[src/rtl/cpu_pkg.sv]
// Shared CPU definitions: fetch FSM states, reset constants, PC alignment helper.
package cpu_pkg;

  localparam logic [31:0] NOP_INST         = 32'h0000_0013;
  localparam logic [31:0] DEFAULT_RESET_PC = 32'h0000_0000;

  typedef enum logic [1:0] {
    S_FETCH = 2'd0,
    S_WAIT  = 2'd1,
    S_HOLD  = 2'd2
  } fetch_state_t;

  // Instructions are word aligned; redirect targets never carry low bits into the PC.
  function automatic logic [31:0] align_pc(input logic [31:0] addr);
    return {addr[31:2], 2'b00};
  endfunction

endpackage

[src/rtl/inst_fetch_if.sv]
// Instruction memory request/response bus between fetch and memory.
interface inst_fetch_if;

  logic        req;
  logic [31:0] addr;
  logic        ready;
  logic        rvalid;
  logic [31:0] rdata;

  modport master (
    output req,
    output addr,
    input  ready,
    input  rvalid,
    input  rdata
  );

  modport slave (
    input  req,
    input  addr,
    output ready,
    output rvalid,
    output rdata
  );

endinterface

[src/rtl/pc_next.sv]
// Combinational next-PC select: flush beats branch beats sequential.
import cpu_pkg::*;

module pc_next (
  input  logic [31:0] i_pc,
  input  logic        i_br_take,
  input  logic [31:0] i_br_target,
  input  logic        i_flush,
  input  logic [31:0] i_flush_pc,
  output logic [31:0] o_pc_next,
  output logic [31:0] o_pc_plus4
);

  logic [31:0] w_pc_plus4;

  // 32-bit modulo increment, so the top word wraps to zero.
  assign w_pc_plus4 = i_pc + 32'd4;
  assign o_pc_plus4 = w_pc_plus4;

  // Priority select of the value loaded into the PC.
  always_comb begin
    o_pc_next = w_pc_plus4;
    if (i_flush) begin
      o_pc_next = align_pc(i_flush_pc);
    end else if (i_br_take) begin
      o_pc_next = align_pc(i_br_target);
    end
  end

endmodule

[src/rtl/inst_fetch.sv]
// Fetch stage: PC owner, one outstanding imem request, holds the fetched
// instruction until consumed, applies branch redirects and flushes.
import cpu_pkg::*;

module inst_fetch #(
  parameter logic [31:0] RESET_PC = DEFAULT_RESET_PC
) (
  input  logic                clk,
  input  logic                rst,
  inst_fetch_if.master        imem,
  input  logic                i_stall,
  input  logic                i_br_take,
  input  logic [31:0]         i_br_target,
  input  logic                i_flush,
  input  logic [31:0]         i_flush_pc,
  output logic                o_inst_valid,
  output logic [31:0]         o_inst,
  output logic [24:0]         o_imm_inst,
  output logic [31:0]         o_pc,
  output logic [31:0]         o_pc_plus4
);

  fetch_state_t r_state;
  fetch_state_t w_state_next;
  logic [31:0]  r_pc;
  logic [31:0]  r_inst;
  logic [31:0]  w_inst_next;
  logic         r_drop;
  logic         w_drop_next;
  logic         w_pc_load;
  logic         w_br_sel;
  logic [31:0]  w_pc_next;

  pc_next u_pc_next (
    .i_pc        (r_pc),
    .i_br_take   (w_br_sel),
    .i_br_target (i_br_target),
    .i_flush     (i_flush),
    .i_flush_pc  (i_flush_pc),
    .o_pc_next   (w_pc_next),
    .o_pc_plus4  (o_pc_plus4)
  );

  // State, PC, held instruction and drop flag registers.
  always_ff @(posedge clk or posedge rst) begin
    if (rst) begin
      r_state <= S_FETCH;
      r_pc    <= RESET_PC;
      r_inst  <= NOP_INST;
      r_drop  <= 1'b0;
    end else begin
      r_state <= w_state_next;
      r_inst  <= w_inst_next;
      r_drop  <= w_drop_next;
      if (w_pc_load) begin
        r_pc <= w_pc_next;
      end
    end
  end

  // Next-state logic; a flush always reloads the PC and wins over consume.
  always_comb begin
    w_state_next = r_state;
    w_inst_next  = r_inst;
    w_drop_next  = r_drop;
    w_pc_load    = 1'b0;
    w_br_sel     = 1'b0;
    case (r_state)
      S_FETCH: begin
        if (i_flush) begin
          w_pc_load = 1'b1;
        end
        if (imem.ready) begin
          // An accepted request on a flush cycle carries the stale address.
          w_drop_next  = i_flush;
          w_state_next = S_WAIT;
        end
      end
      S_WAIT: begin
        if (i_flush) begin
          w_pc_load = 1'b1;
        end
        if (imem.rvalid) begin
          if (r_drop || i_flush) begin
            w_drop_next  = 1'b0;
            w_state_next = S_FETCH;
          end else begin
            w_inst_next  = imem.rdata;
            w_state_next = S_HOLD;
          end
        end else if (i_flush) begin
          w_drop_next = 1'b1;
        end
      end
      S_HOLD: begin
        if (i_flush) begin
          w_pc_load    = 1'b1;
          w_state_next = S_FETCH;
        end else if (!i_stall) begin
          w_pc_load    = 1'b1;
          w_br_sel     = i_br_take;
          w_state_next = S_FETCH;
        end
      end
      default: begin
        w_state_next = S_FETCH;
      end
    endcase
  end

  // Request is suppressed while reset is held even though the state reads FETCH.
  assign imem.req     = (r_state == S_FETCH) && !rst;
  assign imem.addr    = r_pc;
  assign o_inst_valid = (r_state == S_HOLD);
  assign o_inst       = r_inst;
  assign o_imm_inst   = r_inst[31:7];
  assign o_pc         = r_pc;

endmodule

[src/flat_wrapper.sv]
// flat-port wrapper written by rule: the top's interface ports become plain ports
module inst_fetch_flat 
#(
  parameter logic [31:0] RESET_PC = DEFAULT_RESET_PC
)
  (clk, rst, i_stall, i_br_take, i_br_target, i_flush, i_flush_pc, o_inst_valid, o_inst, o_imm_inst, o_pc, o_pc_plus4, imem_req, imem_addr, imem_ready, imem_rvalid, imem_rdata);
  inst_fetch_if imem_i ();
  input  logic clk;
  input  logic rst;
  input  logic i_stall;
  input  logic i_br_take;
  input  logic [31:0] i_br_target;
  input  logic i_flush;
  input  logic [31:0] i_flush_pc;
  output logic o_inst_valid;
  output logic [31:0] o_inst;
  output logic [24:0] o_imm_inst;
  output logic [31:0] o_pc;
  output logic [31:0] o_pc_plus4;
  output wire logic [$bits(imem_i.req)-1:0] imem_req;
  output wire logic [$bits(imem_i.addr)-1:0] imem_addr;
  input wire logic [$bits(imem_i.ready)-1:0] imem_ready;
  input wire logic [$bits(imem_i.rvalid)-1:0] imem_rvalid;
  input wire logic [$bits(imem_i.rdata)-1:0] imem_rdata;
  assign imem_req = imem_i.req;
  assign imem_addr = imem_i.addr;
  assign imem_i.ready = imem_ready;
  assign imem_i.rvalid = imem_rvalid;
  assign imem_i.rdata = imem_rdata;
  inst_fetch #(.RESET_PC(RESET_PC)) u_core (.clk(clk), .rst(rst), .imem(imem_i), .i_stall(i_stall), .i_br_take(i_br_take), .i_br_target(i_br_target), .i_flush(i_flush), .i_flush_pc(i_flush_pc), .o_inst_valid(o_inst_valid), .o_inst(o_inst), .o_imm_inst(o_imm_inst), .o_pc(o_pc), .o_pc_plus4(o_pc_plus4));
endmodule
[config.mk]
export PLATFORM = sky130hd
export DESIGN_NAME = inst_fetch_flat
export DESIGN_NICKNAME = d
export VERILOG_FILES = /design/src/rtl/cpu_pkg.sv /design/src/rtl/inst_fetch_if.sv /design/src/rtl/pc_next.sv /design/src/rtl/inst_fetch.sv /design/src/flat_wrapper.sv
export SDC_FILE = /design/constraint.sdc
export NUM_CORES = 1
export LEC_CHECK = 0
export ABC_AREA = 0
export CORE_ASPECT_RATIO = 0.5
export CORE_MARGIN = 2
export CORE_UTILIZATION = 42
export CTS_BUF_LIST = sky130_fd_sc_hd__clkbuf_4
export CTS_CLUSTER_DIAMETER = 60
export CTS_CLUSTER_SIZE = 8
export DETAILED_ROUTE_END_ITERATION = 12
export GPL_TIMING_DRIVEN = 1
export PLACE_DENSITY = 0.91
export SLEW_MARGIN = 20
export SYNTH_ARGS = -nofsm -noshare
export SYNTH_HDL_FRONTEND = slang
export SYNTH_SLANG_ARGS = --single-unit
[constraint.sdc]
create_clock -name clk -period 4.3 [get_ports clk]
set_clock_uncertainty 0.1 [all_clocks]
set_input_delay 0.86 -clock clk [delete_from_list [all_inputs] [get_ports clk]]
set_output_delay 0.86 -clock clk [all_outputs]
set_load 0.01 [all_outputs]
### Yosys cells after proc, flatten, opt, wreduce, memory -nomap -nowiden

Cells that the tools add are included.

| word-level totals | value |
|---|---|
| register bits | 67 |
| latch bits | 0 |
| RAM bits | 0 |
| bits in read-only memories | 0 |
| input port bits | 103 |
| output and inout port bits | 155 |
| memories kept | 0 |

| operators by class | value |
|---|---|
| add/sub/neg operators | 1 |
| multiply operators | 0 |
| divide/modulo/power cells | 0 |
| order comparisons | 0 |
| equality and inequality tests | 7 |
| shift-type cells | 0 |
| muxes and demuxes | 20 |
| bitwise gates (word level) | 1 |
| reductions and logical operators | 9 |

Operator list:

| operator | count |
|---|---|
| 32-bit two-way mux | 2 |
| 32-bit by 3-bit adder with 32-bit output, second input constant | 1 |
| 1-bit two-way mux | 10 |
| 2-bit two-way mux | 5 |
| 3-bit != test, second input constant | 2 |
| 2-bit case mux with 3 select lines | 1 |
| 3-bit AND reduction | 2 |
| 2-bit != test, second input constant | 2 |
| 1-bit case mux with 2 select lines | 2 |
| 4-bit AND reduction | 1 |
| 3-bit by 2-bit != test with 1-bit output, second input constant | 1 |
| 2-bit by 1-bit == test with 1-bit output, second input constant | 1 |
| 2-bit == test, second input constant | 1 |
| 2-bit zero test | 1 |
| 2-bit nonzero test | 1 |
| 2-bit OR reduction | 1 |
| 1-bit logical AND | 1 |
| 1-bit zero test | 1 |
| 1-bit logical OR | 1 |
| 1-bit NOT | 1 |

### Longest topological paths before layout

| logic depth | value |
|---|---|
| word-level depth | 5 |
| depth in mapped cells | 8 |
| depth with buffers taken out | 6 |

### Hierarchy

A second synthesis with hierarchy kept.

| unflattened totals | value |
|---|---|
| cells, all modules | 414 |
| area total of the unflattened synthesis | 4484.3 µm² |

By module, submodules not included:

| module | instances | cells an instance | area each (µm²) | sequential area each (µm²) |
|---|---|---|---|---|
| inst_fetch | 1 | 219 | 3183.1 | 1680.4 |
| pc_next | 1 | 195 | 1301.2 | 0.0 |

### Worst setup path before layout

No wires, ideal clock.

| timing path | value |
|---|---|
| kind | flip-flop to output port |
| start | reg u_core.r_pc[2], in the netlist u_core.imem.addr[2] |
| end | out o_pc_plus4[30] |
| arrival | 1.817 ns |
| required time | 3.340 ns |
| path slack | 1.523 ns |
| stages on the path, launching flop included | 6 |
| cell sequence | dfrtp_1 > ha_1 > and3_1 > nand3_4 > or4_4 > xnor2_1 |

| on the way | value |
|---|---|
| cells in the longest elaborated chain, start to end | 1 |

Ends and longest elaborated chain:

| element | line | RTL |
|---|---|---|
| from (decl) | inst_fetch.sv:25 | `logic [31:0] r_pc;` |
| from (signal assigned) | inst_fetch.sv:56 | `r_pc <= w_pc_next;` |
| 32-bit by 3-bit adder with 32-bit output | pc_next.sv:17 | `assign w_pc_plus4 = i_pc + 32'd4;` |
| to (decl) | flat_wrapper.sv:19 | `output logic [31:0] o_pc_plus4;` |

Every way passes these cells.

### Worst setup path in the final report

| timing path | value |
|---|---|
| start | reg u_core.r_pc[2], in the netlist u_core.imem.addr[2] |
| end | out o_pc_plus4[22] |

The elaborated chain is that of the path after synthesis.

==> impl_metrics.ini <==
[status]
result_of_the_run = completed

[cells_and_area]
antenna_cells = 0
nNetsFinal = 764
post_route_cells_drive_above_1_share_pct = 9.79
stdcell_area_sq_mm = 0.00661
fillers = 799
layout-area-overhead-vs-synth_pct = 52.7

[grt]
maximum_number_of_pins_on_one_net_before_global_route_repair = 49
number_of_global_route_vias_before_repair = 3979
grt_antenna_before_repair = 0
global_route.usage.total_pct = 23.2
first_pass_grt_wire_length_mm = 20.3
overflow = 0

[worst_setup_path]
setup.worst_path.class = reg2out
start_of_the_worst_register_to_register_path = u_core.imem.addr[2]$_DFFE_PP0P_
worstPathMaxFanout = 8
worst_ep_required_time_ns = 3.34
worst_setup_path_startpoint = u_core.imem.addr[2]$_DFFE_PP0P_
worst-r2r-setup-slack_ns = 1.94
critical_path_capture_point_type = primary output
cp_data_arrival_time_ns = 2.92
critical_path.startpoint_type = flop

[sta]
tightestPinTransition_ns = 0.879
rsz_0062_raised_after_global_routing = no
finalMaxSlewViolations = 0
min_period_over_period_pct = 90.2
fmax_ghz = 0.258
report.final.hold_viol_count = 0
tns_ns = 0
final.setup.worst_slack_ns = 0.421
worst_slew_margin_rel_pct = 41.3
setup-violations-final = 0
fin_crit_ns = 3.88

[detailed_routing]
wirelength_mm = 13.9
dr.pass1.iters = 8
drt-wirelength-per-cell_microns = 17.3
first_iter_violations = 353
drt_drc_violations_left = 0
drt-vias-per-instance = 5.46
routed-via-count = 4386
drt.antenna.violating_nets = 0

[floorplanning]
design.core.area_sq_mm = 0.0101
dieHeight_microns = 75.8
floorplan.initialDensity_pct = 42.8
row_count = 26
io-pin-count = 258
design.die.area_sq_mm = 0.0112
floorplan.die.width_microns = 148

[yosys]
ys_seq_elements = 65
yosysWarningCount = 0
syn_inst = 479
seq_area_frac_synth_pct = 37.7
syn_area_per_cell_sq_um = 9.04
synth.distinct_cells = 53
post_syn_area_sq_mm = 0.00433
postSynth.topFlopCell = dfrtp_1
asyncSetResetFlopFracSynth_pct = 100
synth_enable_flop_cells = 0

[placement]
gp_congestion = 0.834
post_dp_cell_area_sq_mm = 0.00648
port_buffer_cells = 247
detailed_place_hpwl_mm = 10.5
pre_cts_slack_ns = 0.916

[clocking]
cts_tree = built
clk_root_buf = clkbuf_4
postCtsHoldBufs = 0
cts_sinks = 65
resized_gates_after_cts = 0
numCtsBuffers = 9
cts.clk_slew.worst_paths_ns = 0.11
worstSkewPairLatency_ns = 0.42
post_cts.repair.setup_buffers = 0
cts_h_tree_lvls = 3
cts_max_path_buffers = 2

[flow_run]
cap_viol_max_count = 0

[worst_hold_path]
hold_path_class = reg2reg
worstHoldStart = u_core.o_inst[6]$_DFFE_PP0P_

[power_and_ir_drop]
leakage_nw = 2.59
power.ir.vdd_worst_mv = 0.173
cellPowerDensity_mw_per_mm2 = 509
-- final timing paths --
path                                                         end  cells past startpoint
worst max-delay path                              o_pc_plus4[22]                      6
worst min-delay path                u_core.o_inst[6]$_DFFE_PP0P_                      1
worst max register to register  u_core.imem.addr[22]$_DFFE_PP0P_                      6
worst min register to register      u_core.o_inst[6]$_DFFE_PP0P_                      1
max in group asynchronous          u_core.o_inst[24]$_DFFE_PP0P_                      3
min in group asynchronous       u_core.imem.addr[17]$_DFFE_PP0P_                      2
-- where the power goes --
group          total [mW]  internal [mW]  switching, mW
Clock               0.401          0.171          0.230
Sequential           1.13          0.847          0.278
Combinational        1.84           1.14          0.700
Total                3.36           2.15           1.21
-- area by class of cell --
class	instances	area, sq um	area share [%]
clock buffer	9	67.6	1.02
clock inverter	6	60.1	0.909
inverter	12	46.3	0.700
multi-input combinational	316	2100	31.7
sequential	65	1630	24.7
tap	140	175	2.65
timing repair buffer	256	2530	38.3
-- synth_stat cells, drive strengths merged (2+ instances only) --
cell / n / area share [%]
nand2b: 5 / 0.72
nor3: 22 / 2.5
o31ai: 5 / 0.87
a21oi: 37 / 4.4
a31oi: 5 / 0.72
o31a: 3 / 0.61
dfstp: 3 / 1.8
nand4: 7 / 1.0
buf: 76 / 12
o22ai: 8 / 1.2
nand2: 30 / 2.6
a311oi: 3 / 0.61
nor2: 28 / 2.4
and3: 3 / 0.43
xnor2: 17 / 3.4
o21ai: 22 / 2.5
clkbuf: 15 / 1.3
dfrtp: 62 / 36
nor3b: 3 / 0.52
nor4: 2 / 0.29
o22a: 4 / 0.81
xor2: 11 / 2.2
inv: 12 / 1.0
and4: 8 / 1.6
o21a: 5 / 0.87
mux2: 32 / 8.3
mux2i: 6 / 1.4
nand3: 16 / 2.1
a2bb2oi: 6 / 1.4
or4: 3 / 0.61
nor2b: 6 / 0.87
-- layer usage --
layer / wire length, microns / GRT usage, % / vias to the layer above / part of all wire (%)
met3: 988 / 5.57 / 39 / 7.1
met2: 7160 / 43.5 / 232 / 51
met5: 0 / 0 / - / 0
li1: - / - / 1999 / -
met4: 386 / 9.72 / 0 / 2.8
met1: 5390 / 26.4 / 2116 / 39
-- kinds of logic (layout without fill, tap and decap cells) --
family	after synthesis	in the layout	share of synthesized area, %
flops	65	65	37.7
simple gates	138	138	16.7
compound gates	105	105	15.3
other cells	1	6	0.0866
buf+inv	103	283	14.6
fa+ha+maj	1	1	0.289
mux	38	38	9.71
xor+xnor	28	28	5.67
-- worst max-delay path: stages, from the launching register on --
cell and delay (ns):
dfrtp_1 0.49, ha_1 0.24, nand3_1 0.23, nor3_1 0.55
nand3_1 0.24, xnor2_1 0.19, clkdlybuf4s50_1 0.57
-- cell usage in the layout (no fill, tap or decap), drive strengths merged, types with 6 or more instances in the layout --
cell type / netlist / routed
a21oi: 37 / 37
o21ai: 22 / 22
clkdlybuf4s50: 0 / 246
nor2: 28 / 28
nand3: 16 / 16
o22ai: 8 / 8
xnor2: 17 / 17
conb: 1 / 6
nor2b: 6 / 6
nand2: 30 / 30
xor2: 11 / 11
dfrtp: 62 / 62
buf: 76 / 10
mux2i: 6 / 6
inv: 12 / 11
nor3: 22 / 22
and4: 8 / 8
clkbuf: 15 / 9
nand4: 7 / 7
a2bb2oi: 6 / 6
mux2: 32 / 32
-- registers in the layout, summed over array words and instances, names as in the netlist --
register	cells
u_core.r_state	2
u_core.imem.addr	30
u_core.o_inst	32
u_core.r_drop	1
-- metrics by stage --
stage               total power, mW  util, %  cells  hold WS, ns
floorplan                      2.04        -    484        0.385
global placement               2.91     64.1    789        0.375
detailed placement             2.97     64.1    789        0.392
CTS                            3.38     65.3    804        0.418
global route                   3.55     65.3    804        0.437
finish                         3.36     65.3    804        0.414
Power figures use the tool's default switching activity.
==> patch 1: new RTL, same settings <==
The 3 states of `fetch_state_t` get a one-hot encoding in 3 bits.
--- a/src/rtl/cpu_pkg.sv
+++ b/src/rtl/cpu_pkg.sv
@@ -4,10 +4,10 @@
   localparam logic [31:0] NOP_INST         = 32'h0000_0013;
   localparam logic [31:0] DEFAULT_RESET_PC = 32'h0000_0000;
 
-  typedef enum logic [1:0] {
-    S_FETCH = 2'd0,
-    S_WAIT  = 2'd1,
-    S_HOLD  = 2'd2
+  typedef enum logic [2:0] {
+    S_FETCH = 3'b001,
+    S_WAIT  = 3'b010,
+    S_HOLD  = 3'b100
   } fetch_state_t;
 
   // Instructions are word aligned; redirect targets never carry low bits into the PC.
Behaviour: no difference found for any inputs over 10 cycles, from zero or initial values and one cycle with rst high; not proved beyond that.
==> patch 1 against the original RTL <==
Count of clock-buffer cells in the layout stayed put; cell area up 1.6%; synthesized area grew 0.66%; synthesized cell count down 4.6%; worst setup slack worse by 0.27 ns; sequential cell count rose by 1; critical path depth stayed put; critical endpoint is now o_pc_plus4[24]; via count down 2.2%; total power increased by 35%; routed wire length down 0.68%; clock power is 10% higher; highest routed layer unchanged; first-iteration DRC count grew 2.8%.
==> patch 1: results (changes against the original RTL) <==
{| class="wikitable"
! Metric !! Value
|-
| Status || complete, no violations (unchanged)
|-
| Number of multi-input combinational cells in the layout || 301 (was 316)
|-
| Share of layout cells above drive strength 1 || 11.52% (was 9.789%)
|-
| Num Clock Sinks || 66 (was 65)
|-
| Critical hold path startpoint || u_core.o_inst[2] (was u_core.o_inst[6])
|-
| Portion of the post-synthesis area used by sequential elements || 38.02% (was 37.67%)
|-
| Adder-Cell Fraction of Synth Area || 0.2872% (was 0.2891%)
|-
| Last weighted congestion value of the routability-driven placer || 0.8470 (was 0.8337)
|-
| Final instance count without filler cells || 791 (was 804)
|-
| Proportion of total power due to net switching || 39.07% (was 35.93%)
|-
| ClkCell Share || 2.161% (was 1.931%)
|-
| Maximum number of pins on one net before global-route repair || 47 (was 49)
|-
| Proportion of synthesized area in mux cells || 9.908% (was 9.714%)
|-
| FF-to-FF End || u_core.imem.addr[15] (was u_core.imem.addr[22])
|-
| Compound-gate portion of the synthesized area || 19.10% (was 15.26%)
|-
| Non-clock inverter total of the final layout || 10 (was 12)
|-
| Vias in the first global route || 4364 (was 3979)
|-
| Worst slew margin relative to its limit || 39.03% (was 41.34%)
|-
| Drt pass-1 iters || 5 (was 8)
|-
| Most numerous cell types in the synthesized netlist || dfrtp_1 (62), buf_4 (61), nor2_1 (34) (was buf_4 (62), dfrtp_1 (62), a21oi_1 (36))
|-
| Half-perimeter wire length after detailed placement || 10150 um (was 10540 um)
|-
| Via count || 4288 (was 4386)
|-
| Average footprint of a synthesized cell || 9.533 um2 (was 9.035 um2)
|-
| Footprint of the flip-flops and latches || 1657 um2 (was 1630 um2)
|-
| Startpoint of the worst-slack reg-to-reg timing path || u_core.r_state[1] (was u_core.imem.addr[2])
|-
| DP Cell Count || 775 (was 789)
|-
| Multi-input logic area || 2146 um2 (was 2096 um2)
|-
| First-pass GRT wire length || 22240 um (was 20250 um)
|-
| Worst voltage drop across the vdd grid || 0.4200 mV (was 0.1731 mV)
|-
| Top cells by area in the synthesized netlist || dfrtp_1 (36%), buf_4 (11%), mux2_2 (8.5%), xnor2_1 (3.2%), o2bb2ai_1 (3.0%) (was dfrtp_1 (36%), buf_4 (11%), mux2_2 (8.1%), a21oi_1 (4.2%), xnor2_1 (3.4%))
|-
| Drt initial violations || 363 (was 353)
|-
| Leakage || 2.664 nW (was 2.592 nW)
|-
| Wirelength, routed || 13830 um (was 13920 um)
|-
| Non-clock buffer area fraction after layout || 38.05% (was 38.35%)
|-
| Resized cells post-CTS || 0 (unchanged)
|-
| Count of plain and timing-repair buffers in the layout || 258 (was 256)
|-
| Minimum hold slack || 0.4189 ns (was 0.4144 ns)
|-
| Synth Area in XOR/XNOR || 5.629% (was 5.666%)
|-
| Final-stage net count || 750 (was 764)
|-
| Worst reg-to-reg setup slack || 1.59 ns (was 1.94 ns)
|-
| Aggregate global-route resource usage || 24.56% (was 23.25%)
|}
[patch 1: changes by cell type in the layout (fill, tap and decap cells not counted), sizes merged, moves of 6 or more]
cell     delta
and2        +6
nand2      -12
o21ai       -6
o22a        +9
o21a        +7
nor2        +6
a21oi      -21
nor3       -12
o2bb2ai    +15
o22ai       -7
and4        -6
a31oi      +12
[patch 1: worst max-delay path: stages, from the launching register on]
cell             delay, ns
dfrtp_1               0.50
ha_1                  0.24
nand3_1               0.28
or4_1                 0.61
nor3_1                0.38
xor2_1                0.18
clkdlybuf4s50_1       0.58
[patch 1: metrics by stage]
stage | setup WS [ns] | area, um2 | setup TNS [ns]
after global placement | 0.6385 | 6563 | 0
after CTS | 0.1068 | 6708 | 0
after detailed placement | 0.6272 | 6563 | 0
final | 0.1486 | 6715 | 0
after global routing | -0.003047 | 6715 | -0.003047
after floorplan | 1.394 | 4375 | 0
[patch 1: worst max path at each step]
stage	end	slack [ns]	cells past startpoint
after CTS	o_pc_plus4[26]	0.11	7
after floorplan	o_pc_plus4[25]	1.39	5
final	o_pc_plus4[24]	0.15	6
after detailed placement	o_pc_plus4[26]	0.63	7
after global routing	o_pc_plus4[26]	-0.003	7
after global placement	u_core.imem.addr[14]	0.64	5
[patch 1: power groups by stage]
stage	clock network [mW]	registers, mW	logic, mW
4_1_cts	0.453	1.34	2.74
3_5_place_dp	0	1.35	2.73
6_report	0.442	1.35	2.74
2_1_floorplan	0	1.40	1.31
5_1_grt	0.476	1.40	2.89
3_3_place_gp	0	1.33	2.68
[patch 1: per-layer routing]
metal | vias up | part of all wire [%] | global-route usage [%]
met2 | 190 | 51 | 44.03
met1 | 2095 | 39 | 28.10
met5 | - | 0 | 0
li1 | 1965 | - | -
met4 | 0 | 3.1 | 10.00
met3 | 38 | 6.3 | 6.228
==> patch 2: new RTL, same flow settings <==
Without the edit above. Reset style: synchronous (`rst`), changed in one clocked block.
--- a/src/rtl/inst_fetch.sv
+++ b/src/rtl/inst_fetch.sv
@@ -42,7 +42,7 @@
   );
 
   // State, PC, held instruction and drop flag registers.
-  always_ff @(posedge clk or posedge rst) begin
+  always_ff @(posedge clk) begin
     if (rst) begin
       r_state <= S_FETCH;
       r_pc    <= RESET_PC;
Behaviour: differs if rst is asserted again (counterexample within 4 cycles, from zero or initial values and one cycle with rst high); with rst held inactive, the same outputs for 10 cycles.
==> patch 2 against the original RTL <==
Synthesized area shrank 1.2%; core utilization grew 2.3 points; sequential cell count is the same; worst setup slack lost 0.15 ns; cell area shrank 1.2%; final cell count grew 8.3%; sequential share of layout area shrank 4.7 points; synthesized cell count grew 16%; routed wire length grew 6.0%; critical endpoint is now o_pc_plus4[28].
Power is not compared: it rests on default switching activity, and its combinational part moved more than twofold at a synthesized area within 25%.
==> patch 2: results (changes against the original RTL) <==
{| class="wikitable"
! Metric !! Value
|-
| Aggregate global-route resource usage || 25.50% (was 23.25%)
|-
| Drt pass-1 iters || 4 (was 8)
|-
| CP top delay family || simple AND/OR/NAND/NOR gates (unchanged)
|-
| TritonCTS buffer count || 9 (unchanged)
|-
| Fill cell total of the finished layout || 790 (was 799)
|-
| Drt initial violations || 367 (was 353)
|-
| Worst setup path category || reg -> out (unchanged)
|-
| Crit path max-delay cell type || clkdlybuf4s50_1 (unchanged)
|-
| Most numerous cell types in the synthesized netlist || nand2_1 (95), dfxtp_1 (65), buf_4 (63) (was buf_4 (62), dfrtp_1 (62), a21oi_1 (36))
|-
| Half-perimeter wire length after detailed placement || 10870 um (was 10540 um)
|-
| Number of unique standard cell types used by synthesis || 69 (was 53)
|-
| Status || complete, no violations (unchanged)
|-
| Leakage || 2.321 nW
|-
| Clock transition at the registers of the reported paths || 0.12 ns
|-
| First-pass GRT wire length || 22250 um (was 20250 um)
|-
| Maximum buffer depth of the clock tree || 2 (unchanged)
|-
| Post-CTS setup buffers || 0 (unchanged)
|-
| Top cells by area in the synthesized netlist || dfxtp_1 (30%), buf_4 (11%), nand2_1 (8.3%), a21oi_1 (6.1%), xnor2_1 (3.7%) (was dfrtp_1 (36%), buf_4 (11%), mux2_2 (8.1%), a21oi_1 (4.2%), xnor2_1 (3.4%))
|-
| Share of synthesized flip-flops with an asynchronous set or reset || 0% (was 100.0%)
|-
| Last weighted congestion value of the routability-driven placer || 0.8633 (was 0.8337)
|-
| Resized cells post-CTS || 0 (unchanged)
|-
| Data arrival, critical path || 3.07 ns (was 2.92 ns)
|-
| Worst setup slack before clock tree synthesis || 0.7851 ns (was 0.9164 ns)
|-
| Worst voltage drop across the vdd grid || 0.1111 mV
|-
| Final-stage net count || 835 (was 764)
|-
| Clock root cell || clkbuf_4 (unchanged)
|-
| Biggest fanout along the worst timing path || 8 (unchanged)
|-
| Number of enable-type register cells in the synthesized netlist || 0 (unchanged)
|-
| Via count || 4798 (was 4386)
|-
| Total inserted antenna cells || 0 (unchanged)
|-
| Placed cell areas || 6366 um2 (was 6481 um2)
|-
| Worst slew margin relative to its limit || 45.94% (was 41.34%)
|-
| Startpoint of the worst setup timing path || u_core.imem.addr[2] (unchanged)
|-
| Delay of the slowest critical-path stage || 0.55 ns (was 0.57 ns)
|-
| Vias in the first global route || 4455 (was 3979)
|-
| Source-to-sink clock delay at the later pin of the worst-skew pair || 0.42 ns (about the same)
|-
| Final routed wire length divided by cell count || 16.94 um (was 17.32 um)
|-
| Hold Fails Final Rpt || 0 (unchanged)
|-
| Critical hold path startpoint || u_core.o_inst[5] (was u_core.o_inst[6])
|-
| Count of warnings emitted by yosys || 0 (unchanged)
|-
| H-tree level count || 3 (unchanged)
|-
| Portion of the post-synthesis area used by sequential elements || 30.42% (was 37.67%)
|-
| Share of layout cells above drive strength 1 || 5.842% (was 9.789%)
|-
| Maximum number of pins on one net before global-route repair || 33 (was 49)
|-
| Port buffer count || 247 (unchanged)
|-
| Max-cap check violation count || 0 (unchanged)
|}
## patch 2: changes by cell type after synthesis, moves of 7 or more
cell      change
or3_1         +7
a21oi_1      +16
clkbuf_1      +8
mux2_2       -31
dfrtp_1      -62
nand2_1      +65
a22oi_1       +9
dfxtp_1      +65
nor2_1        -7
nor3_1        -9
## patch 2: cell families (layout without fill, tap and decap cells)
group,Yosys count,in the layout,share of synthesized area [%]
simple gates,205,205,24.57
mux,4,4,0.9360
flops,65,65,30.42
fa+ha+maj,1,1,0.2924
other cells,1,6,0.08766
compound gates,149,149,22.96
buf+inv,106,281,15.62
xor+xnor,25,25,5.118
## patch 2: worst paths after layout
check	to	slack, ns	cells past startpoint
worst max-delay path	o_pc_plus4[28]	0.27	6
worst min register to register	u_core.o_inst[5]	0.36	2
worst min-delay path	u_core.o_inst[5]	0.36	2
worst max register to register	u_core.imem.addr[20]	1.81	6
## patch 2: layout make-up
cell class	instances	area (um2)	share of cell area, %
repair buffers	255	2522	38.61
multi-input cells	390	2336	35.75
flip-flops and latches	65	1301	19.92
well taps	135	168.9	2.585
clock inverters	6	92.59	1.417
clock buffers	10	75.07	1.149
inverters	10	37.54	0.5745
## patch 2: stage by stage
stage	total power, mW	instances
6_report	1.603	871
3_3_place_gp	1.110	855
5_1_grt	1.669	871
3_5_place_dp	1.120	855
2_1_floorplan	0.8851	561
4_1_cts	1.610	871
## patch 2: tightest hold or removal path, delay by kind of cell, from the launching register on
| kind | cells | cell delay (ns) |
|---|---|---|
| DFF | 1 | 0.33 |
| AOI/OAI and AO/OA | 1 | 0.05 |
| and+or+nand+nor | 1 | 0.05 |
## patch 2: power groups by stage
stage / sequential (mW) / clock [mW] / combinational [mW]
6_report: 0.681 / 0.494 / 0.428
5_1_grt: 0.687 / 0.527 / 0.455
4_1_cts: 0.680 / 0.502 / 0.428
3_5_place_dp: 0.694 / 0 / 0.426
3_3_place_gp: 0.691 / 0 / 0.419
2_1_floorplan: 0.692 / 0 / 0.193
## patch 2: per-layer routing
metal  up-vias  wire length (um)  global-route usage [%]
met5         -                 0                       0
met4         0               282                   10.36
met3        29              1245                   7.006
met2       246              7410                   45.91
met1      2243              5821                   29.89
li1       2280                 -                       -
